<file path="src/rtl/uc_defs.sv">
// Shared encodings for the uc_es control unit: opcode classes, branch kinds,
// ALU operation codes and I/O handshake states.
package uc_defs;

    localparam logic [3:0] CLS_LI  = 4'b0001;
    localparam logic [3:0] CLS_IN  = 4'b0010;
    localparam logic [3:0] CLS_OUT = 4'b0011;
    localparam logic [3:0] CLS_BR  = 4'b0100;
    localparam logic [3:0] CLS_RET = 4'b0101;

    localparam logic [1:0] BR_JMP  = 2'b00;
    localparam logic [1:0] BR_JZ   = 2'b01;
    localparam logic [1:0] BR_JNZ  = 2'b10;
    localparam logic [1:0] BR_CALL = 2'b11;

    typedef enum logic [2:0] {
        ALU_ADD = 3'd0,
        ALU_SUB = 3'd1,
        ALU_AND = 3'd2,
        ALU_OR  = 3'd3,
        ALU_XOR = 3'd4,
        ALU_NOT = 3'd5,
        ALU_SHL = 3'd6,
        ALU_SHR = 3'd7
    } alu_op_t;

    typedef enum logic [1:0] {
        ST_RUN      = 2'd0,
        ST_WAIT_IN  = 2'd1,
        ST_WAIT_OUT = 2'd2
    } io_state_t;

    typedef enum logic [2:0] {
        OC_NOP,
        OC_ALU,
        OC_LI,
        OC_IN,
        OC_OUT,
        OC_BR,
        OC_RET
    } op_class_t;

    // Any opcode with bit 5 set is an ALU op, whatever the remaining bits hold.
    function automatic op_class_t classify(input logic [5:0] opcode);
        op_class_t cls;
        cls = OC_NOP;
        if (opcode[5]) begin
            cls = OC_ALU;
        end else begin
            case (opcode[5:2])
                CLS_LI:  cls = OC_LI;
                CLS_IN:  cls = OC_IN;
                CLS_OUT: cls = OC_OUT;
                CLS_BR:  cls = OC_BR;
                CLS_RET: cls = OC_RET;
                default: cls = OC_NOP;
            endcase
        end
        return cls;
    endfunction

endpackage

</file>
<file path="src/rtl/uc_io_fsm.sv">
// I/O handshake sequencer: raises the request, stalls the PC while waiting,
// and finishes on acknowledge or aborts after TIMEOUT request cycles.
module uc_io_fsm
    import uc_defs::*;
#(
    parameter int TIMEOUT = 16
) (
    input  logic clk,
    input  logic reset,
    input  logic start_in,
    input  logic start_out,
    input  logic in_ack,
    input  logic out_ack,
    output logic in_req,
    output logic out_req,
    output logic io_stall,
    output logic io_write,
    output logic io_abort,
    output logic io_active
);

    localparam logic [7:0] LAST_WAIT = 8'(TIMEOUT - 1);

    io_state_t  state;
    io_state_t  cur;
    logic [7:0] wait_cnt;

    // While reset is high the outputs decode as if idle in RUN.
    always_comb begin
        cur       = reset ? ST_RUN : state;
        in_req    = 1'b0;
        out_req   = 1'b0;
        io_stall  = 1'b0;
        io_write  = 1'b0;
        io_abort  = 1'b0;
        io_active = (cur != ST_RUN);
        case (cur)
            ST_RUN: begin
                if (start_in) begin
                    in_req = 1'b1;
                    if (in_ack) io_write = 1'b1;
                    else        io_stall = 1'b1;
                end else if (start_out) begin
                    out_req = 1'b1;
                    if (!out_ack) io_stall = 1'b1;
                end
            end
            ST_WAIT_IN: begin
                in_req = 1'b1;
                if (in_ack)                     io_write = 1'b1;
                else if (wait_cnt == LAST_WAIT) io_abort = 1'b1;
                else                            io_stall = 1'b1;
            end
            ST_WAIT_OUT: begin
                out_req = 1'b1;
                if (!out_ack) begin
                    if (wait_cnt == LAST_WAIT) io_abort = 1'b1;
                    else                       io_stall = 1'b1;
                end
            end
            default: ;
        endcase
        if (reset) begin
            in_req   = 1'b0;
            out_req  = 1'b0;
            io_write = 1'b0;
            io_abort = 1'b0;
        end
    end

    // wait_cnt counts request cycles already spent, so the RUN cycle loads 1.
    always_ff @(posedge clk) begin
        if (reset) begin
            state    <= ST_RUN;
            wait_cnt <= '0;
        end else begin
            case (state)
                ST_RUN: begin
                    if (start_in && !in_ack) begin
                        state    <= ST_WAIT_IN;
                        wait_cnt <= 8'd1;
                    end else if (start_out && !out_ack) begin
                        state    <= ST_WAIT_OUT;
                        wait_cnt <= 8'd1;
                    end
                end
                ST_WAIT_IN: begin
                    if (in_ack || wait_cnt == LAST_WAIT) begin
                        state    <= ST_RUN;
                        wait_cnt <= '0;
                    end else begin
                        wait_cnt <= wait_cnt + 8'd1;
                    end
                end
                ST_WAIT_OUT: begin
                    if (out_ack || wait_cnt == LAST_WAIT) begin
                        state    <= ST_RUN;
                        wait_cnt <= '0;
                    end else begin
                        wait_cnt <= wait_cnt + 8'd1;
                    end
                end
                default: begin
                    state    <= ST_RUN;
                    wait_cnt <= '0;
                end
            endcase
        end
    end

endmodule

</file>
<file path="src/rtl/uc_es.sv">
// Control unit: decodes the opcode into datapath controls, tracks return-stack
// depth and keeps sticky stack/I/O error flags; I/O sequencing is delegated.
module uc_es
    import uc_defs::*;
#(
    parameter int TIMEOUT   = 16,
    parameter int STK_DEPTH = 16
) (
    input  logic       clk,
    input  logic       reset,
    input  logic [5:0] opcode,
    input  logic       s_z,
    input  logic       in_ack,
    input  logic       out_ack,
    output logic       s_inc,
    output logic       s_inm,
    output logic       s_io,
    output logic       we3,
    output logic       wez,
    output logic       wesp,
    output logic       push,
    output logic       pop,
    output logic [2:0] op_alu,
    output logic       pc_en,
    output logic       in_req,
    output logic       out_req,
    output logic       io_err,
    output logic       stk_err
);

    localparam int            DW        = $clog2(STK_DEPTH + 1);
    localparam logic [DW-1:0] DEPTH_MAX = DW'(STK_DEPTH);

    op_class_t     cls;
    logic [DW-1:0] depth;
    logic          depth_up;
    logic          depth_dn;
    logic          stk_fault;
    logic          io_err_q;
    logic          stk_err_q;
    logic          fsm_in_req;
    logic          fsm_out_req;
    logic          io_stall;
    logic          io_write;
    logic          io_abort;
    logic          io_active;

    assign cls = classify(opcode);

    uc_io_fsm #(
        .TIMEOUT(TIMEOUT)
    ) u_io_fsm (
        .clk      (clk),
        .reset    (reset),
        .start_in (cls == OC_IN),
        .start_out(cls == OC_OUT),
        .in_ack   (in_ack),
        .out_ack  (out_ack),
        .in_req   (fsm_in_req),
        .out_req  (fsm_out_req),
        .io_stall (io_stall),
        .io_write (io_write),
        .io_abort (io_abort),
        .io_active(io_active)
    );

    // An ongoing transfer owns the outputs regardless of the opcode on the bus.
    always_comb begin
        s_inc     = 1'b1;
        s_inm     = 1'b0;
        s_io      = 1'b0;
        we3       = 1'b0;
        wez       = 1'b0;
        wesp      = 1'b0;
        push      = 1'b0;
        pop       = 1'b0;
        op_alu    = ALU_ADD;
        pc_en     = 1'b1;
        in_req    = 1'b0;
        out_req   = 1'b0;
        depth_up  = 1'b0;
        depth_dn  = 1'b0;
        stk_fault = 1'b0;
        if (io_active || cls == OC_IN || cls == OC_OUT) begin
            in_req  = fsm_in_req;
            out_req = fsm_out_req;
            pc_en   = ~io_stall;
            we3     = io_write;
            s_io    = io_write;
        end else begin
            case (cls)
                OC_ALU: begin
                    op_alu = alu_op_t'(opcode[4:2]);
                    we3    = 1'b1;
                    wez    = 1'b1;
                end
                OC_LI: begin
                    s_inm = 1'b1;
                    we3   = 1'b1;
                end
                OC_BR: begin
                    case (opcode[1:0])
                        BR_JMP: s_inc = 1'b0;
                        BR_JZ:  s_inc = ~s_z;
                        BR_JNZ: s_inc = s_z;
                        BR_CALL: begin
                            if (depth < DEPTH_MAX) begin
                                s_inc    = 1'b0;
                                push     = 1'b1;
                                wesp     = 1'b1;
                                depth_up = 1'b1;
                            end else begin
                                stk_fault = 1'b1;
                            end
                        end
                        default: ;
                    endcase
                end
                OC_RET: begin
                    if (depth != '0) begin
                        pop      = 1'b1;
                        wesp     = 1'b1;
                        depth_dn = 1'b1;
                    end else begin
                        stk_fault = 1'b1;
                    end
                end
                default: ;
            endcase
        end
        if (reset) begin
            we3       = 1'b0;
            wez       = 1'b0;
            wesp      = 1'b0;
            push      = 1'b0;
            pop       = 1'b0;
            in_req    = 1'b0;
            out_req   = 1'b0;
            depth_up  = 1'b0;
            depth_dn  = 1'b0;
            stk_fault = 1'b0;
        end
    end

    // Error flags show in the faulting cycle and then stay latched until reset.
    assign io_err  = io_err_q | io_abort;
    assign stk_err = stk_err_q | stk_fault;

    always_ff @(posedge clk) begin
        if (reset) begin
            depth     <= '0;
            io_err_q  <= 1'b0;
            stk_err_q <= 1'b0;
        end else begin
            if (depth_up)      depth <= depth + DW'(1);
            else if (depth_dn) depth <= depth - DW'(1);
            if (io_abort)  io_err_q  <= 1'b1;
            if (stk_fault) stk_err_q <= 1'b1;
        end
    end

endmodule

</file>
<file path="config.mk">
export PLATFORM = sky130hd
export DESIGN_NAME = uc_es
export DESIGN_NICKNAME = d
export VERILOG_FILES = /design/src/rtl/uc_defs.sv /design/src/rtl/uc_io_fsm.sv /design/src/rtl/uc_es.sv
export SDC_FILE = /design/constraint.sdc
export NUM_CORES = 1
export LEC_CHECK = 0
export BUFFER_PORTS_ARGS = -buffer_cell sky130_fd_sc_hd__clkbuf_2
export CAP_MARGIN = 20
export CORE_UTILIZATION = 40
export CTS_CLUSTER_SIZE = 25
export DETAILED_ROUTE_END_ITERATION = 16
export SLEW_MARGIN = 20
export SYNTH_ARGS = -nofsm -noshare
export SYNTH_HDL_FRONTEND = slang
export SYNTH_SLANG_ARGS = --single-unit
export TNS_END_PERCENT = 20
</file>
<file path="constraint.sdc">
create_clock -name clk -period 4 [get_ports clk]
set_clock_uncertainty 0.15 [all_clocks]
set_input_delay 0.2 -clock clk [delete_from_list [all_inputs] [get_ports clk]]
set_output_delay 0.2 -clock clk [all_outputs]
set_load 0.02 [all_outputs]
</file>
==> impl_metrics.json, run 1 <==
{
  "status": "finished, final reports clean",
  "cts_root_buf": "clkbuf_4",
  "power_frac_seq": 0.538,
  "place_area_sq_um": 1429,
  "cts_num_sinks": 17,
  "wl_um": 2947,
  "ys_types": 44,
  "worstHoldPathType": "input port to flop",
  "tritoncts": "done",
  "switching_share": 0.2921,
  "core_area_sq_um": 3028,
  "cts_resized": 0,
  "mappedNetlistArea_sq_um": 1266,
  "die_area_sq_um": 3395,
  "die_y_um": 58.27,
  "drt_iter0_drc": 92,
  "avgSynthCellArea_sq_um": 7.964,
  "ys.flop_type": "dfxtp_1",
  "final_area_sq_um": 1456,
  "powerDensity_nw_per_um2": 225.1,
  "fillCellCount": 315,
  "rsz0062_at_grt": "false",
  "antenna_found_initial": 0,
  "grt_usage": 0.1813,
  "path_clk_slew_ns": 0.11,
  "final_antenna_net_count": 0,
  "p_comb_frac": 0.176,
  "crit_family": "simple AND/OR/NAND/NOR gates",
  "yosysTopAreaCellShare": 0.2688,
  "maxSlewViolCount": 0,
  "grt_pass1_vias": 1115,
  "cts_buffers": 3,
  "worst_pin_slew_ns": 0.9235,
  "finalNetCount": 205,
  "yosys_warnings": 0,
  "postCtsSetupBuffers": 0,
  "start_kind": "flop",
  "diodes": 0,
  "drive_above_1_share": 0.2131,
  "fin_setup_tns_ns": 0,
  "cts_buffer_depth": 2,
  "maxCapViolCount": 0,
  "cts_hold_buffers": 0,
  "initial_core_util": 0.4182,
  "port-buffer-count": 26,
  "synth_edf_count": 0,
  "ir_drop_mv": 0.1732,
  "netlist_top_cells_area": "dfxtp_1, ha_1, nor2_1",
  "vias": 1240,
  "via_per_inst": 5.463,
  "grt_overflow_total": 0,
  "cp_slowest_cell": "dfxtp_1",
  "gp_congestion": 0.7928,
  "slowest_delay_ns": 0.41,
  "setup.worst_path.end_class": "flop",
  "place_hpwl_um": 2239,
  "drc": 0,
  "area_growth_pct": 15.02,
  "multi_input_area_sq_um": 854.6,
  "critical_path_class": "flop to flop",
  "period_minus_slack_ns": 3.090,
  "synth_seq_cells": 17,
  "p_leak_nw": 0.6605,
  "power.share.clock": 0.286,
  "grt_pass1_wl_um": 4781,
  "syn_nets": 180,
  "insertion_delay_ns": 0.29,
  "die_x_um": 58.27,
  "switching_power_uw": 95.76,
  "regArea_sq_um": 340.3,
  "synthesis.instances": 159,
  "finalSetupViolCount": 0,
  "first_pass_iters": 4,
  "slew_headroom": 0.3820,
  "post_drt_wl_per_cell_um": 12.98,
  "cp_cell_sequence": "nand2_1 -> ha_1 -> nor3b_2 -> nand2_1 -> or2_2 -> ha_1 -> nor2b_1 -> o21ai_0 -> nand2b_1 -> nor2b_1 -> a221oi_1",
  "internal_power_uw": 232.0,
  "critPathBufInv": 0,
  "path_max_fanout": 10,
  "rows": 20,
  "period_share": 0.7726,
  "grt_max_degree": 18,
  "cp.arrival_ns": 3.13,
  "async_flop_share": 0,
  "seq_area_frac_synth": 0.2688,
  "yosysTopAreaCell": "dfxtp_1",
  "h-tree-depth": 1,
  "required_ns": 4.04,
  "fmax_ghz": 0.3236,
  "finalHoldViolCount": 0,
  "io-pin-count": 27
}
cells in the final DEF (no fill, tap or decap), drive strengths merged, types with 2 or more instances in the layout:
cell     n
and3     6
nor4     3
or4      2
a311oi   5
o211a    2
a41oi    2
nand2b   2
o21ai    5
a31o     3
dfxtp   17
clkbuf  29
inv     11
nor2b    5
ha       9
nor2    18
and2     4
nand2   15
nor3b    4
a32oi    2
xnor2    3
nor3     2
a221oi   2
a21oi   10
nand3    7
power by group through the flow:
stage,logic [mW],registers [mW],clock network [mW]
detailed placement,0.0574,0.180,0
CTS,0.0576,0.176,0.0998
global route,0.0637,0.177,0.104
global placement,0.0559,0.180,0
finish,0.0577,0.176,0.0936
floorplan,0.0412,0.177,0
worst register-to-register path: stages, from the launching register on:
cell and delay [ns]:
dfxtp_1 0.41, nand2_1 0.14, ha_1 0.34, nor3b_2 0.40, nand2_1 0.11, or2_2 0.35, ha_1 0.32, nor2b_1 0.13
o21ai_0 0.14, nand2b_1 0.11, nor2b_1 0.14, a221oi_1 0.25
sequential cells by signal, summed over array words and instances (netlist names):
register           count
depth                  5
io_err_q               1
stk_err_q              1
u_io_fsm.state         2
u_io_fsm.wait_cnt      8
metal layers:
metal,wire [um],up-vias,part of all wire,GRT usage
met4,20,0,0.0068,0.07483
met1,1486,583,0.50,0.2363
met3,94,2,0.032,0.02902
li1,-,621,-,-
met2,1346,34,0.46,0.2972
met5,0,-,0,0
metrics by stage:
step | utilization | power [mW] | setup slack (ns) | hold slack, ns | std cells
finish | 0.4810 | 0.3278 | 0.9095 | 0.09944 | 227
global route | 0.4810 | 0.3452 | 0.7273 | 0.1039 | 227
detailed placement | 0.4719 | 0.2377 | 0.9060 | 0.2929 | 223
CTS | 0.4810 | 0.3338 | 0.9131 | 0.08356 | 227
global placement | 0.4719 | 0.2360 | 1.058 | 0.2883 | 223
floorplan | - | 0.2184 | 0.8501 | 0.2637 | 159
final timing paths:
kind,startpoint,to,slack (ns),cells past startpoint
setup / recovery,u_io_fsm.state[1],depth[4],0.91,11
setup reg to reg,u_io_fsm.state[1],depth[4],0.91,11
hold reg to reg,io_err_q,io_err_q,0.30,2
hold / removal,out_ack,u_io_fsm.state[1],0.1,4
logic make-up (layout without fill, tap and decap cells):
group	after synthesis	in the layout	share of synthesized area
xor gates and xnor gates	4	4	0.02767
DFF	17	17	0.2688
muxes	1	1	0.007905
adders and majority gates	10	10	0.1047
buffers and inverters	18	42	0.05633
and+or+nand+nor	72	72	0.3093
AOI/OAI and AO/OA	37	37	0.2253
Yosys cell counts (3+ instances only):
library cell and n:
a311oi_1 5, o21ai_0 4, and3_1 6, xnor2_1 3, inv_1 11, a21oi_1 10
and2_1 3, dfxtp_1 17, nand3_1 7, nand2_1 15, nor2b_1 5, ha_1 9
clkbuf_1 6, nor2_1 18, a31o_1 3
cell type report:
cell class              instances  share of cell area
flip-flops and latches         17              0.2337
clock buffers                   3             0.01546
well taps                      44             0.03780
repair buffers                 27             0.09450
clock inverters                 1            0.003436
multi-input cells             124              0.5868
inverters                      11             0.02835
No activity file was read; power rests on OpenSTA's default activity.
==> run 2: changes to the inputs <==
Settings changed: ABC_AREA set to 1.
Clock period 4 ns to 3.2 ns, I/O delays scaled along.
==> run 2 against run 1 <==
  * Flip-flop and latch count unchanged
  * Non-clock buffer count unchanged
  * Count of clock-buffer cells in the layout unchanged
  * Setup slack worse by 0.51 ns
  * Largest cell class unchanged
==> impl_metrics.json, run 2 <==
{
  "finalSetupViolCount": 0,
  "fin_setup_tns_ns": 0,
  "r2r_end": "depth[4]",
  "period_share": 0.8756,
  "slowest_delay_ns": 0.46,
  "rsz0062_at_grt": "false",
  "via_per_inst": 4.622,
  "initial_core_util": 0.4344,
  "status": "finished, final reports clean",
  "grt_overflow_total": 0,
  "insertion_delay_ns": 0.29,
  "ys.flop_type": "dfxtp_1",
  "io-pin-count": 27,
  "internal_power_uw": 313.9,
  "power_frac_seq": 0.472,
  "path_clk_slew_ns": 0.10,
  "maxSlewViolCount": 0,
  "cts_resized": 0,
  "antenna_found_initial": 0,
  "diodes": 0,
  "cts_buffers": 3,
  "vias": 1248,
  "largestRegisters": "u_io_fsm.wait_cnt x8, depth x5, u_io_fsm.state x2",
  "core_area_sq_um": 3128,
  "synthTopCellsByCount": "inv_1, nand2_1, nor2_1, dfxtp_1, a21oi_1",
  "setup_slack_ns": 0.3981,
  "crit_family": "simple AND/OR/NAND/NOR gates",
  "critical_path_class": "flop to flop",
  "place_hpwl_um": 2147,
  "p_comb_frac": 0.289,
  "async_flop_share": 0,
  "cts_hold_buffers": 0,
  "avgSynthCellArea_sq_um": 6.897,
  "power.share.clock": 0.238,
  "start_kind": "flop",
  "final_cell_mix": "inv_1, nand2_1, nor2_1, clkbuf_2, dfxtp_1",
  "yosys_warnings": 0,
  "ys_types": 35,
  "seq_area_frac_synth": 0.2505,
  "worstHoldPathType": "input port to flop",
  "critPathLaunch": "u_io_fsm.state[1]",
  "dpl.cell_count": 266,
  "hold_path_startpoint": "reset",
  "drive_above_1_share": 0.2478,
  "cp_num_cells": 16,
  "mappedNetlistArea_sq_um": 1359,
  "first_pass_iters": 4,
  "synth_most_common_cell": "inv_1",
  "cts_num_sinks": 17,
  "syn_nets": 218,
  "path_max_fanout": 6,
  "finalNetCount": 248,
  "synthesis.instances": 197,
  "synth_seq_cells": 17,
  "tritoncts": "done",
  "required_ns": 3.29,
  "gp_congestion": 0.8228,
  "maxCapViolCount": 0,
  "p_leak_nw": 0.7543,
  "ir_drop_mv": 0.2170,
  "grt_pass1_vias": 1113,
  "cp_slowest_cell": "fa_1",
  "finalHoldViolCount": 0,
  "post_drt_wl_per_cell_um": 9.756,
  "crit_path_end": "depth[4]",
  "postCtsSetupBuffers": 0,
  "yosysTopAreaCell": "dfxtp_1",
  "area_growth_pct": 14.64,
  "largest_register_ffs": 8,
  "period_minus_slack_ns": 2.802,
  "grt_pass1_wl_um": 4547,
  "final_antenna_net_count": 0,
  "netlist_top_cells_area": "dfxtp_1, inv_1, nand2_1",
  "switching_power_uw": 170.8,
  "dp_slack_ns": 0.3107,
  "setup.worst_path.end_class": "flop",
  "final_area_sq_um": 1558,
  "die_x_um": 60.29,
  "reg2reg_depth": 16,
  "grt_max_degree": 16,
  "synth_edf_count": 0,
  "cts_root_buf": "clkbuf_4",
  "die_area_sq_um": 3634,
  "switching_share": 0.3524,
  "fmax_ghz": 0.3569,
  "cts_buffer_depth": 2,
  "die_y_um": 60.29,
  "cp_cell_sequence": "inv_1 -> nor2_1 -> inv_1 -> ha_1 -> nand3_4 -> nor2_2 -> nand2_1 -> inv_1 -> fa_1 -> o21ai_0 -> a21oi_1 -> nand3_1 -> nand3_2 -> nand2_1 -> nand2_1 -> nor2_1",
  "r2r_start": "u_io_fsm.state[1]",
  "critPathBufInv": 3,
  "wl_um": 2634,
  "slew_headroom": 0.6742,
  "grt_usage": 0.1632,
  "largest_register": "u_io_fsm.wait_cnt",
  "cp.arrival_ns": 2.89,
  "powerDensity_nw_per_um2": 311.1,
  "yosysTopAreaCellShare": 0.2505,
  "stdcell_count": 270,
  "drc": 0,
  "port-buffer-count": 26,
  "reg2reg_slack_ns": 0.40,
  "h-tree-depth": 1,
  "drt_iter0_drc": 47,
  "layout_commonest_cell": "inv_1",
  "worst_pin_slew_ns": 0.4764,
  "place_area_sq_um": 1528,
  "rows": 20
}
run 2: cell types whose count changed after synthesis, moves of 4 or more:
cell      previous run  this run
nand2_2              0         4
nor2_2               0         4
inv_1               11        41
nor2b_1              5         0
and3_1               6         1
nand2_1             15        32
nor2_1              18        27
a311oi_1             5         0
clkbuf_1             6         1
run 2: layout make-up:
class,count,area [sq um]
Sequential cell,17,340.3
Clock inverter,1,5.005
Timing Repair Buffer,27,137.6
Tap cell,44,55.05
Multi-Input combinational cell,136,839.6
Clock buffer,3,22.52
Fill cell,336,1570
Inverter,42,157.7
run 2: power by group through the flow:
stage,combinational [mW],clock [mW],sequential [mW]
after CTS,0.142,0.125,0.229
after global placement,0.142,0,0.233
final,0.140,0.116,0.229
after detailed placement,0.141,0,0.234
after global routing,0.158,0.132,0.230
after floorplan,0.117,0,0.232
run 2: cells by family after synthesis:
kind of cell    count (synthesis)  share of synthesized area
fa+ha+maj                      10                    0.09761
buf+inv                        44                     0.1335
compound gates                 29                     0.1344
xor+xnor                        4                    0.02579
flops                          17                     0.2505
mux                             1                   0.008287
simple gates                   92                     0.3499
run 2: worst min path at each step:
stage	to	slack (ns)	depth (start not counted)
detailed placement	io_err_q	0.30	2
finish	u_io_fsm.state[0]	0.07	4
floorplan	stk_err_q	0.22	3
global route	u_io_fsm.state[0]	0.08	4
global placement	io_err_q	0.30	2
CTS	u_io_fsm.state[0]	0.09	4
run 2: worst register-to-register path: stages, from the launching register on:
cell and delay (ns):
dfxtp_1 0.42, inv_1 0.11, nor2_1 0.18, inv_1 0.09, ha_1 0.23, nand3_4 0.12
nor2_2 0.06, nand2_1 0.18, inv_1 0.11, fa_1 0.46, o21ai_0 0.18, a21oi_1 0.10
nand3_1 0.10, nand3_2 0.08, nand2_1 0.06, nand2_1 0.04, nor2_1 0.07
run 2: routing by layer:
metal,GRT usage,vias to the layer above,routed length [um],share of wire
li1,-,684,-,-
met1,0.2174,542,1341,0.51
met5,0,-,0,0
met4,0.03654,0,10,0.0038
met3,0.04113,2,95,0.036
met2,0.2622,20,1187,0.45
run 2: stage by stage:
| step | hold WS (ns) | util | power (mW) |
|---|---|---|---|
| 6_report | 0.06774 | 0.4980 | 0.4846 |
| 5_1_grt | 0.08208 | 0.4980 | 0.5207 |
| 4_1_cts | 0.08578 | 0.4972 | 0.4955 |
| 3_5_place_dp | 0.2970 | 0.4884 | 0.3750 |
| 3_3_place_gp | 0.2992 | 0.4884 | 0.3757 |
| 2_1_floorplan | 0.2161 | - | 0.3486 |
==> run 3: changes to the inputs <==
Settings changed: ABC_AREA 1 to 0.
==> run 3 against run 2 <==
  * Sequential power decreased by 4%
  * Via count decreased by 1.4%
  * Total power decreased by 15%
  * First-iteration DRC count increased by 15%
  * Largest cell class unchanged
  * Critical endpoint unchanged
==> impl_metrics.json, run 3 (synthesis gave the netlist of run 1 again) <==
{
  "cts_root_buf": "clkbuf_4",
  "maxCapViolCount": 0,
  "cts_hold_buffers": 0,
  "drive_above_1_share": 0.2120,
  "setup.worst_path.end_class": "flop",
  "first_pass_iters": 4,
  "grt_pass1_wl_um": 4774,
  "finalHoldViolCount": 0,
  "antenna_found_initial": 0,
  "critical_path_class": "flop to flop",
  "final_core_util": 0.4831,
  "r2r_start": "u_io_fsm.state[1]",
  "grt_usage": 0.1794,
  "finalSetupViolCount": 0,
  "ir_drop_mv": 0.1838,
  "via_per_inst": 5.395,
  "core_area_sq_um": 3028,
  "period_minus_slack_ns": 2.817,
  "largest_register": "u_io_fsm.wait_cnt",
  "die_x_um": 58.27,
  "tritoncts": "done",
  "port-buffer-count": 26,
  "hold_path_startpoint": "out_ack",
  "place_hpwl_um": 2118,
  "h-tree-depth": 1,
  "cts_buffer_depth": 2,
  "fillCellCount": 308,
  "path_clk_slew_ns": 0.10,
  "period_share": 0.8804,
  "fin_setup_tns_ns": 0,
  "finalNetCount": 206,
  "vias": 1230,
  "required_ns": 3.26,
  "cts_resized": 0,
  "fmax_ghz": 0.3550,
  "die_area_sq_um": 3395,
  "path_max_fanout": 8,
  "wl_um": 2828,
  "regArea_sq_um": 340.3,
  "largest_register_ffs": 8,
  "die_y_um": 58.27,
  "insertion_delay_ns": 0.30,
  "final_cell_mix": "clkbuf_2, nor2_1, dfxtp_1, nand2_1, inv_1",
  "worst_pin_slew_ns": 0.8903,
  "crit_path_end": "depth[4]",
  "status": "finished, final reports clean",
  "cts_num_sinks": 17,
  "maxSlewViolCount": 0,
  "critPathLaunch": "u_io_fsm.state[1]",
  "rows": 20,
  "p_leak_nw": 0.6619,
  "worstHoldPathType": "input port to flop",
  "slowest_delay_ns": 0.40,
  "drc": 0,
  "grt_overflow_total": 0,
  "r2r_end": "depth[4]",
  "slew_headroom": 0.4043,
  "drt_iter0_drc": 54,
  "largestRegisters": "u_io_fsm.wait_cnt x8, depth x5, u_io_fsm.state x2",
  "rsz0062_at_grt": "false",
  "diodes": 0,
  "powerDensity_nw_per_um2": 280.4,
  "grt_max_degree": 18,
  "postCtsSetupBuffers": 0,
  "initial_core_util": 0.4182,
  "layout_commonest_cell": "clkbuf_2",
  "post_drt_wl_per_cell_um": 12.40,
  "gp_congestion": 0.7918,
  "start_kind": "flop",
  "io-pin-count": 27,
  "cts_buffers": 3,
  "reg2reg_slack_ns": 0.38,
  "cp_slowest_cell": "dfxtp_1",
  "cp.arrival_ns": 2.88,
  "area_growth_pct": 15.51,
  "multi_input_area_sq_um": 854.6,
  "cp_cell_sequence": "nand2_1 -> ha_1 -> nor3b_2 -> nand2_1 -> or2_2 -> ha_1 -> nor2b_1 -> o21ai_0 -> nand2b_1 -> nor2b_1 -> a221oi_1",
  "final_antenna_net_count": 0,
  "reg2reg_depth": 11,
  "grt_pass1_vias": 1096
}
-- run 3: changes by cell type in the layout (fill, tap and decap cells not counted), moves of 3 or more --
cell	before	now
a21oi_2	3	0
a311oi_1	0	5
a31o_1	0	3
and2_1	0	3
and3_1	1	6
inv_1	41	11
nand2_1	32	15
nand2_2	4	0
nand3_1	10	7
nor2_1	26	18
nor2_2	5	0
nor2b_1	0	5
o21ai_0	7	4
-- run 3: through the flow --
| step | area (sq um) | worst slack [ns] | instances | hold slack, ns | power (mW) |
|---|---|---|---|---|---|
| 2_1_floorplan | 1266 | 0.09005 | 159 | 0.2237 | 0.2730 |
| 3_3_place_gp | 1436 | 0.4535 | 224 | 0.2891 | 0.2948 |
| 3_5_place_dp | 1436 | 0.3425 | 224 | 0.2967 | 0.2966 |
| 4_1_cts | 1463 | 0.3631 | 228 | 0.07573 | 0.4162 |
| 5_1_grt | 1463 | 0.1016 | 228 | 0.1058 | 0.4359 |
| 6_report | 1463 | 0.3828 | 228 | 0.08815 | 0.4101 |
-- run 3: per-layer routing --
| layer | routed length [um] | track usage |
|---|---|---|
| met3 | 99 | 0.04241 |
| met5 | 0 | 0 |
| met1 | 1501 | 0.2473 |
| met4 | 33 | 0.05782 |
| met2 | 1193 | 0.2759 |
-- run 3: how the worst min path moves through the flow --
stage,endpoint,slack [ns],cells after the start
5_1_grt,u_io_fsm.state[1],0.11,4
2_1_floorplan,u_io_fsm.state[1],0.22,3
3_5_place_dp,io_err_q,0.30,2
4_1_cts,u_io_fsm.state[1],0.08,4
6_report,u_io_fsm.state[1],0.09,4
3_3_place_gp,io_err_q,0.29,2
-- run 3: power by group --
part / switching, mW / total, mW / internal [mW]
logic: 0.0427 / 0.0714 / 0.0287
clock network: 0.0697 / 0.118 / 0.0486
registers: 0.00550 / 0.220 / 0.215
-- run 3: area by class of cell --
| cell class | count | share of cell area |
|---|---|---|
| clock buffer | 4 | 0.01796 |
| timing repair buffer | 28 | 0.09923 |
| sequential | 17 | 0.2327 |
| tap | 44 | 0.03764 |
| inverter | 11 | 0.02823 |
| multi-input combinational | 124 | 0.5843 |
-- run 3: critical path: cells and delay by family (launching register included) --
family / cells / cell delay, ns
compound gates: 2 / 0.38
fa+ha+maj: 2 / 0.49
flops: 1 / 0.40
simple gates: 7 / 1.32
